**src/rtl/sdram_port_arbiter.sv**
```systemverilog
// SDRAM port arbiter: fixed-priority ROM read ports with aging,
// tagged in-flight read tracking, and IOCTL download pass-through.
module sdram_port_arbiter #(
   parameter int NUM_PORTS    = 4,
   parameter int ADDR_WIDTH   = 23,
   parameter int STARVE_LIMIT = 15,
   parameter int MAX_PENDING  = 2
) (
   input  logic                            clk,
   input  logic                            reset_n,
   input  logic [NUM_PORTS-1:0]            port_req,
   input  logic [NUM_PORTS*ADDR_WIDTH-1:0] port_addr,
   output logic [NUM_PORTS-1:0]            port_ack,
   output logic [NUM_PORTS-1:0]            port_valid,
   input  logic                            dl_active,
   input  logic                            dl_req,
   input  logic [ADDR_WIDTH-1:0]           dl_addr,
   input  logic [31:0]                     dl_data,
   output logic                            dl_ack,
   output logic                            sdram_req,
   output logic                            sdram_we,
   output logic [ADDR_WIDTH-1:0]           sdram_addr,
   output logic [31:0]                     sdram_data,
   input  logic                            sdram_ack,
   input  logic                            sdram_valid,
   output logic                            protocol_err
);

   localparam int PW = (NUM_PORTS > 1) ? $clog2(NUM_PORTS) : 1;
   localparam int CW = $clog2(STARVE_LIMIT + 1);
   localparam int FW = (MAX_PENDING > 1) ? $clog2(MAX_PENDING) : 1;
   localparam int NW = $clog2(MAX_PENDING + 1);

   localparam logic [1:0] IDLE     = 2'd0;
   localparam logic [1:0] REQ      = 2'd1;
   localparam logic [1:0] DL_DRAIN = 2'd2;
   localparam logic [1:0] DL       = 2'd3;

   localparam logic [NUM_PORTS-1:0] ONE = NUM_PORTS'(1);

   logic [1:0]            state;
   logic [PW-1:0]         gnt_idx;
   logic [ADDR_WIDTH-1:0] addr_r;
   logic [CW-1:0]         wait_cnt [NUM_PORTS];
   logic [PW-1:0]         fifo [MAX_PENDING];
   logic [FW-1:0]         wr_ptr;
   logic [FW-1:0]         rd_ptr;
   logic [NW-1:0]         count;

   logic                  any_req;
   logic                  st_any;
   logic [PW-1:0]         lo_idx;
   logic [PW-1:0]         st_idx;
   logic [PW-1:0]         pick;
   logic                  can_grant;
   logic                  push;
   logic                  pop;
   logic                  is_dl;

   // Scan downward so the last hit is the lowest index.
   always_comb begin
      any_req = 1'b0;
      st_any  = 1'b0;
      lo_idx  = '0;
      st_idx  = '0;
      for (int i = NUM_PORTS - 1; i >= 0; i--) begin
         if (port_req[i]) begin
            any_req = 1'b1;
            lo_idx  = PW'(i);
            if (wait_cnt[i] == CW'(STARVE_LIMIT)) begin
               st_any = 1'b1;
               st_idx = PW'(i);
            end
         end
      end
      pick = st_any ? st_idx : lo_idx;
   end

   assign can_grant = (state == IDLE) && !dl_active && any_req &&
                      (count != NW'(MAX_PENDING));
   assign is_dl = (state == DL);
   assign push  = (state == REQ) && sdram_ack;
   assign pop   = sdram_valid && !is_dl && (count != '0);

   assign port_ack   = push ? (ONE << gnt_idx) : '0;
   assign port_valid = pop ? (ONE << fifo[rd_ptr]) : '0;

   assign sdram_req  = is_dl ? dl_req : (state == REQ);
   assign sdram_we   = is_dl;
   assign sdram_addr = is_dl ? dl_addr : addr_r;
   assign sdram_data = is_dl ? dl_data : 32'd0;
   assign dl_ack     = is_dl & sdram_ack;

   always_ff @(posedge clk) begin
      if (!reset_n) begin
         state        <= IDLE;
         gnt_idx      <= '0;
         addr_r       <= '0;
         wr_ptr       <= '0;
         rd_ptr       <= '0;
         count        <= '0;
         protocol_err <= 1'b0;
         for (int i = 0; i < NUM_PORTS; i++) wait_cnt[i] <= '0;
      end else begin
         unique case (state)
            IDLE: begin
               if (dl_active) begin
                  state <= DL_DRAIN;
               end else if (can_grant) begin
                  state   <= REQ;
                  gnt_idx <= pick;
                  addr_r  <= port_addr[pick*ADDR_WIDTH +: ADDR_WIDTH];
               end
            end
            REQ: if (sdram_ack) state <= IDLE;
            DL_DRAIN: begin
               if (!dl_active) state <= IDLE;
               else if (count == '0) state <= DL;
            end
            DL: if (!dl_active) state <= IDLE;
         endcase

         if (push) begin
            fifo[wr_ptr] <= gnt_idx;
            wr_ptr <= (wr_ptr == FW'(MAX_PENDING - 1)) ? '0 : wr_ptr + 1'b1;
         end
         if (pop)
            rd_ptr <= (rd_ptr == FW'(MAX_PENDING - 1)) ? '0 : rd_ptr + 1'b1;
         if (push && !pop) count <= count + 1'b1;
         else if (pop && !push) count <= count - 1'b1;

         if (sdram_valid && !is_dl && count == '0) protocol_err <= 1'b1;

         // The port currently being served is not considered waiting.
         for (int i = 0; i < NUM_PORTS; i++) begin
            if (!port_req[i] ||
                (can_grant && pick == PW'(i)) ||
                (state == REQ && gnt_idx == PW'(i)))
               wait_cnt[i] <= '0;
            else if (wait_cnt[i] != CW'(STARVE_LIMIT))
               wait_cnt[i] <= wait_cnt[i] + 1'b1;
         end
      end
   end

endmodule

```
**config.mk**
```make
export PLATFORM = sky130hd
export DESIGN_NAME = sdram_port_arbiter
export DESIGN_NICKNAME = d
export VERILOG_FILES = /design/src/rtl/sdram_port_arbiter.sv
export SDC_FILE = /design/constraint.sdc
export NUM_CORES = 1
export LEC_CHECK = 0
export CAP_MARGIN = 20
export CORE_UTILIZATION = 34
export CTS_BUF_LIST = sky130_fd_sc_hd__clkbuf_4
export DETAILED_ROUTE_END_ITERATION = 10
export GPL_TIMING_DRIVEN = 0
export PLACE_DENSITY_LB_ADDON = 0.25
export SKIP_LAST_GASP = 1
export SYNTH_ARGS = -nofsm -noshare
export SYNTH_HDL_FRONTEND = slang
export SYNTH_SLANG_ARGS = --single-unit
export TNS_END_PERCENT = 1
```
**constraint.sdc**
```tcl
create_clock -name clk -period 2.2 [get_ports clk]
set_input_delay 0.33 -clock clk [delete_from_list [all_inputs] [get_ports clk]]
set_output_delay 0.33 -clock clk [all_outputs]
set_load 0.005 [all_outputs]
```
== Word-level counts from Yosys, hierarchy flattened ==
Memory sizes are Yosys's and may differ from the RTL's. A register that Yosys moved wholly into a read port is not among the register bits.
Cells that the tools add are included.
Storage, ports and cells
  bits in writable memories: 20
  output and inout port bits: 67
  logic and storage cells: 177
  memories: 2
  register bits after elaboration: 32
Memories
  wait_cnt: depth 4, width 4, read ports 4, clocked after Yosys merged registers in 0, wr ports 4, line 44  | logic [CW-1:0] wait_cnt [NUM_PORTS];
  fifo: depth 2, width 2, read ports 1, clocked after Yosys merged registers in 1, wr ports 1, line 45  | logic [PW-1:0] fifo [MAX_PENDING];
Operators by class
  $mul: 1
  reductions and logical operators: 41
  equality and inequality tests: 22
  add/sub/neg operators: 8
  shift operators: 3
  multiplexer cells: 83
  bitwise operators: 10
Operator list (number)
  $shiftx 92x8->23: 1
  $mux 1: 49
  $mux 2: 21
  $mux 4: 10
  $mux 32: 1
  $mux 23: 1
  $logic_and 1x1->1: 17
  $add 4x1->4 const B: 4
  $eq 4x4->1 const B: 4
  $ne 4x4->1 const B: 4
  $eq 2x2->1 const B: 6
  $logic_not 1->1: 8
  $logic_not 2->1: 4
  $logic_or 1x1->1: 8
  $or 1x1->1: 8
  $pmux 2 s4: 1
  $shl 1x2->4 const A: 2
  $mul 2x5->7 const B: 1
  $eq 2x1->1 const B: 3
  $ne 2x2->1 const B: 3
  $ne 3x3->1 const B: 2
  $reduce_and 4->1: 1
  $reduce_bool 2->1: 2
  $reduce_and 3->1: 1
  other kinds (5): 6

== Longest topological paths before layout ==
  depth after elaboration: 19
  depth in mapped cells: 8
  depth with buffers taken out: 6

== Worst setup path before layout ==
OpenSTA, ideal clock, no wires.
  path type: flip-flop to flip-flop
  start point: mem wait_cnt[0][0] (netlist name)
  end point: mem wait_cnt[2][0] (netlist name) (enable)
  setup slack: -0.119 ns
  buffers on the path: 0
  arrival: 2.011 ns
  stages on the path, launching flop included: 7
  clock period less this slack: 2.319 ns
  cells stage by stage: edfxtp_1 -> ha_1 -> and3_1 -> a22o_1 -> or3b_1 -> o2111ai_2 -> or2_1
RTL lines (line)
  start: declaration: 44

==> flow_metrics.tcl <==
set metrics [dict create \
    status "complete, but fails checks" \
    ys_ff_latch 53 \
    worst_slack_ns -0.200 \
    ant_nets 0 \
    end_kind "flop" \
    cts_tree "done" \
    grt_pass1_wl_um 18300 \
    cap_violations 0 \
    viasPerCell 5.03 \
    die_w_um 103 \
    start_util 0.352 \
    regToRegSetupSlack_ns -0.13 \
    syn-num-nets 529 \
    coreArea_mm2 0.00982 \
    relSlewSlack 0.762 \
    synth.avg_cell_area_um2 9.42 \
    route.detailed.drc 0 \
    synth_cell_types 49 \
    hp-start "reset_n" \
    whs_ns 0.328 \
    area_growth_pct 74.7 \
    place_congestion 0.854 \
    dr_total_vias 3685 \
    hp-class "input pin to flop" \
    r2r-start "wait_cnt[0][1]$_SDFFCE_PN0P_" \
    die_area_mm2 0.0106 \
    skew_ns 0.00957 \
    h-tree-depth 2 \
    cts_buffers 5 \
    reg2reg_depth 6 \
    final.min_clock_period_ns 2.40 \
    synth-seq-area-share 0.365 \
    drt-total-wl_um 12000 \
    ys_warn_count 0 \
    hold_buffers 0 \
    synth_largest_type_area_fraction 0.191 \
    synth_area_mm2 0.00346 \
    rows 36 \
    ys_async_sr_fraction 0 \
    cp-start-kind "input pin" \
    cts.clk_slew.worst_paths_ns 0.15 \
    port_buffers 222 \
    clk_latency_ns 0.36 \
    synth_cells 367 \
    arrival_ns 2.53 \
    ios 224 \
    grt_start_max_net_pins 15 \
    fin_crit_sh 1.09 \
    cp.required_ns 2.33 \
    path_max_fanout 7 \
    drt-pass1-iter-count 4 \
    grtUsageTotal 0.226 \
    p_per_area_mw_per_mm2 468 \
    rsz0062_at_grt "true" \
    synth_top_area_cell "dfxtp_1" \
    cts_max_path_buffers 2 \
    grt_pass1_vias 3720 \
    synthTopCellsByArea "dfxtp_1 19%, edfxtp_1 17%, mux2i_1 14%, mux2_2 7.5%, and3_1 7.1%" \
    synth-edff-count 20 \
    synth.most_common_cell "mux2i_1" \
    die_h_um 103 \
    leakagePower_uw 0.00239 \
    placedInstanceArea_mm2 0.00587 \
    wl_per_cell_um 16.4 \
    synth_flop_cell "dfxtp_1" \
    clock-sinks 53 \
    layout-drive-gt1-share 0.125 \
    nets 760 \
    fmax_mhz 417 \
    peakVddDrop_v 0.000292 \
    path_class "input pin to flop" \
    grt.overflow.total 0 \
    hold_depth 3 \
    clockRootBuffer "clkbuf_4" \
    finalPower_uw 2830 \
    antenna_found_initial 0 \
    worstMarginPinSlew_ns 0.356 \
    failed_checks "negative setup slack" \
    worst_r2r_endpoint "wait_cnt[2][2]$_SDFFCE_PN0P_" \
    slew_viol_final 0 \
    final_area_mm2 0.00604 \
    finalSetupViolations 95 \
    synth_common_cells "47 x mux2i_1, 39 x and3_1, 35 x nand2_1" \
    hpwlAfterDp_um 9800 \
    min_to "state[1]$_SDFFE_PN0P_" \
    initialDrtViolationCount 111 \
    final_hold_viol_count 0 \
    n_antenna_cell 0 \
]
[worst max path at each step]
stage,startpoint,to,slack (ns),cells past startpoint
after CTS,port_req[1],wait_cnt[3][2]$_SDFFCE_PN0P_,-0.18,7
after global placement,port_req[2],wait_cnt[2][3]$_SDFFCE_PN0P_,-0.58,7
after detailed placement,port_req[2],wait_cnt[0][0]$_SDFFCE_PN0P_,-0.60,7
after global routing,state[1]$_SDFFE_PN0P_,port_valid[0],-0.23,5
final,port_req[1],wait_cnt[2][2]$_SDFFCE_PN0P_,-0.20,7
after floorplan,wait_cnt[0][0]$_SDFFCE_PN0P_,wait_cnt[2][0]$_SDFFCE_PN0P_,0.005,6
[per-stage QoR]
step                std cells  TNS, ns  worst slack (ns)  utilization
CTS                       730   -12.72            -0.184        0.610
detailed placement        722   -31.42            -0.599        0.598
finish                    732    -7.41            -0.200        0.615
global placement          722   -29.76            -0.583        0.598
global route              732   -17.71            -0.235        0.615
floorplan                 367        0           0.00499            -
[state kept, by name (all words and copies together), names as in the netlist, named ones only]
signal	count
count	2
state	2
rd_ptr	1
wr_ptr	1
addr_r	23
fifo	4
gnt_idx	2
wait_cnt	16
protocol_err	1
[cell type report]
class / count / area, µm²
Buffer: 23 / 150
Clock buffer: 8 / 60.1
Fill cell: 888 / 3780
Inverter: 8 / 30.0
Multi-Input combinational cell: 281 / 2110
Sequential cell: 53 / 1270
Tap cell: 133 / 166
Timing Repair Buffer: 226 / 2250
[timing repair]
action,in CTS,in global routing
resized for setup,22,16
pin swaps,1,2
setup buffers,1,3
endpoints found under the setup margin,113,110
[kinds of logic after synthesis]
| logic type | share of synthesized area |
|---|---|
| and+or+nand+nor | 0.213 |
| xor gates and xnor gates | 0.0203 |
| muxes | 0.211 |
| AOI/OAI and AO/OA | 0.130 |
| DFF | 0.365 |
| adders and majority gates | 0.0181 |
| buffers and inverters | 0.0427 |
[placed cells by master, fill, tap and decap left out, drive strengths merged, types with 2 or more instances in the layout]
master,netlist,routed
a21oi,11,11
or2,4,4
nand3,9,9
dlygate4sd2,0,2
xor2,3,3
clkdlybuf4s50,0,219
mux2,23,23
mux2i,47,47
nand4,2,2
o21ai,7,7
dfxtp,33,33
buf,13,19
nor3b,2,2
nand4b,3,3
o221ai,23,23
ha,5,5
o2111ai,4,4
nand2,35,35
inv,7,7
edfxtp,20,20
nand3b,2,2
o21a,2,2
nor2,28,28
clkbuf,12,16
nor3,4,4
xnor2,5,5
nor2b,3,3
a22o,2,2
nand2b,3,3
a31oi,2,2
and3,39,39
[report_power, final]
| group | leakage (µW) | internal, µW | total (µW) | switching [µW] |
|---|---|---|---|---|
| logic | 0.00185 | 702 | 1150 | 446 |
| clock network | 0.0000368 | 165 | 466 | 300 |
| registers | 0.000503 | 1130 | 1210 | 83.5 |
[metal layers]
layer | part of all wire | global-route usage | vias to the layer above
met5 | 0 | 0 | -
met4 | 0.011 | 0.0520 | 0
met3 | 0.069 | 0.0671 | 11
met2 | 0.51 | 0.408 | 121
met1 | 0.41 | 0.263 | 1718
li1 | - | - | 1835
[worst max-delay path, cell delays in order]
cell	delay, ns
clkdlybuf4s50_1	0.54
or4_1	0.57
and4b_1	0.20
buf_6	0.13
or3b_4	0.27
o2111ai_4	0.17
or2_4	0.32
Power figures use the tool's default switching activity.
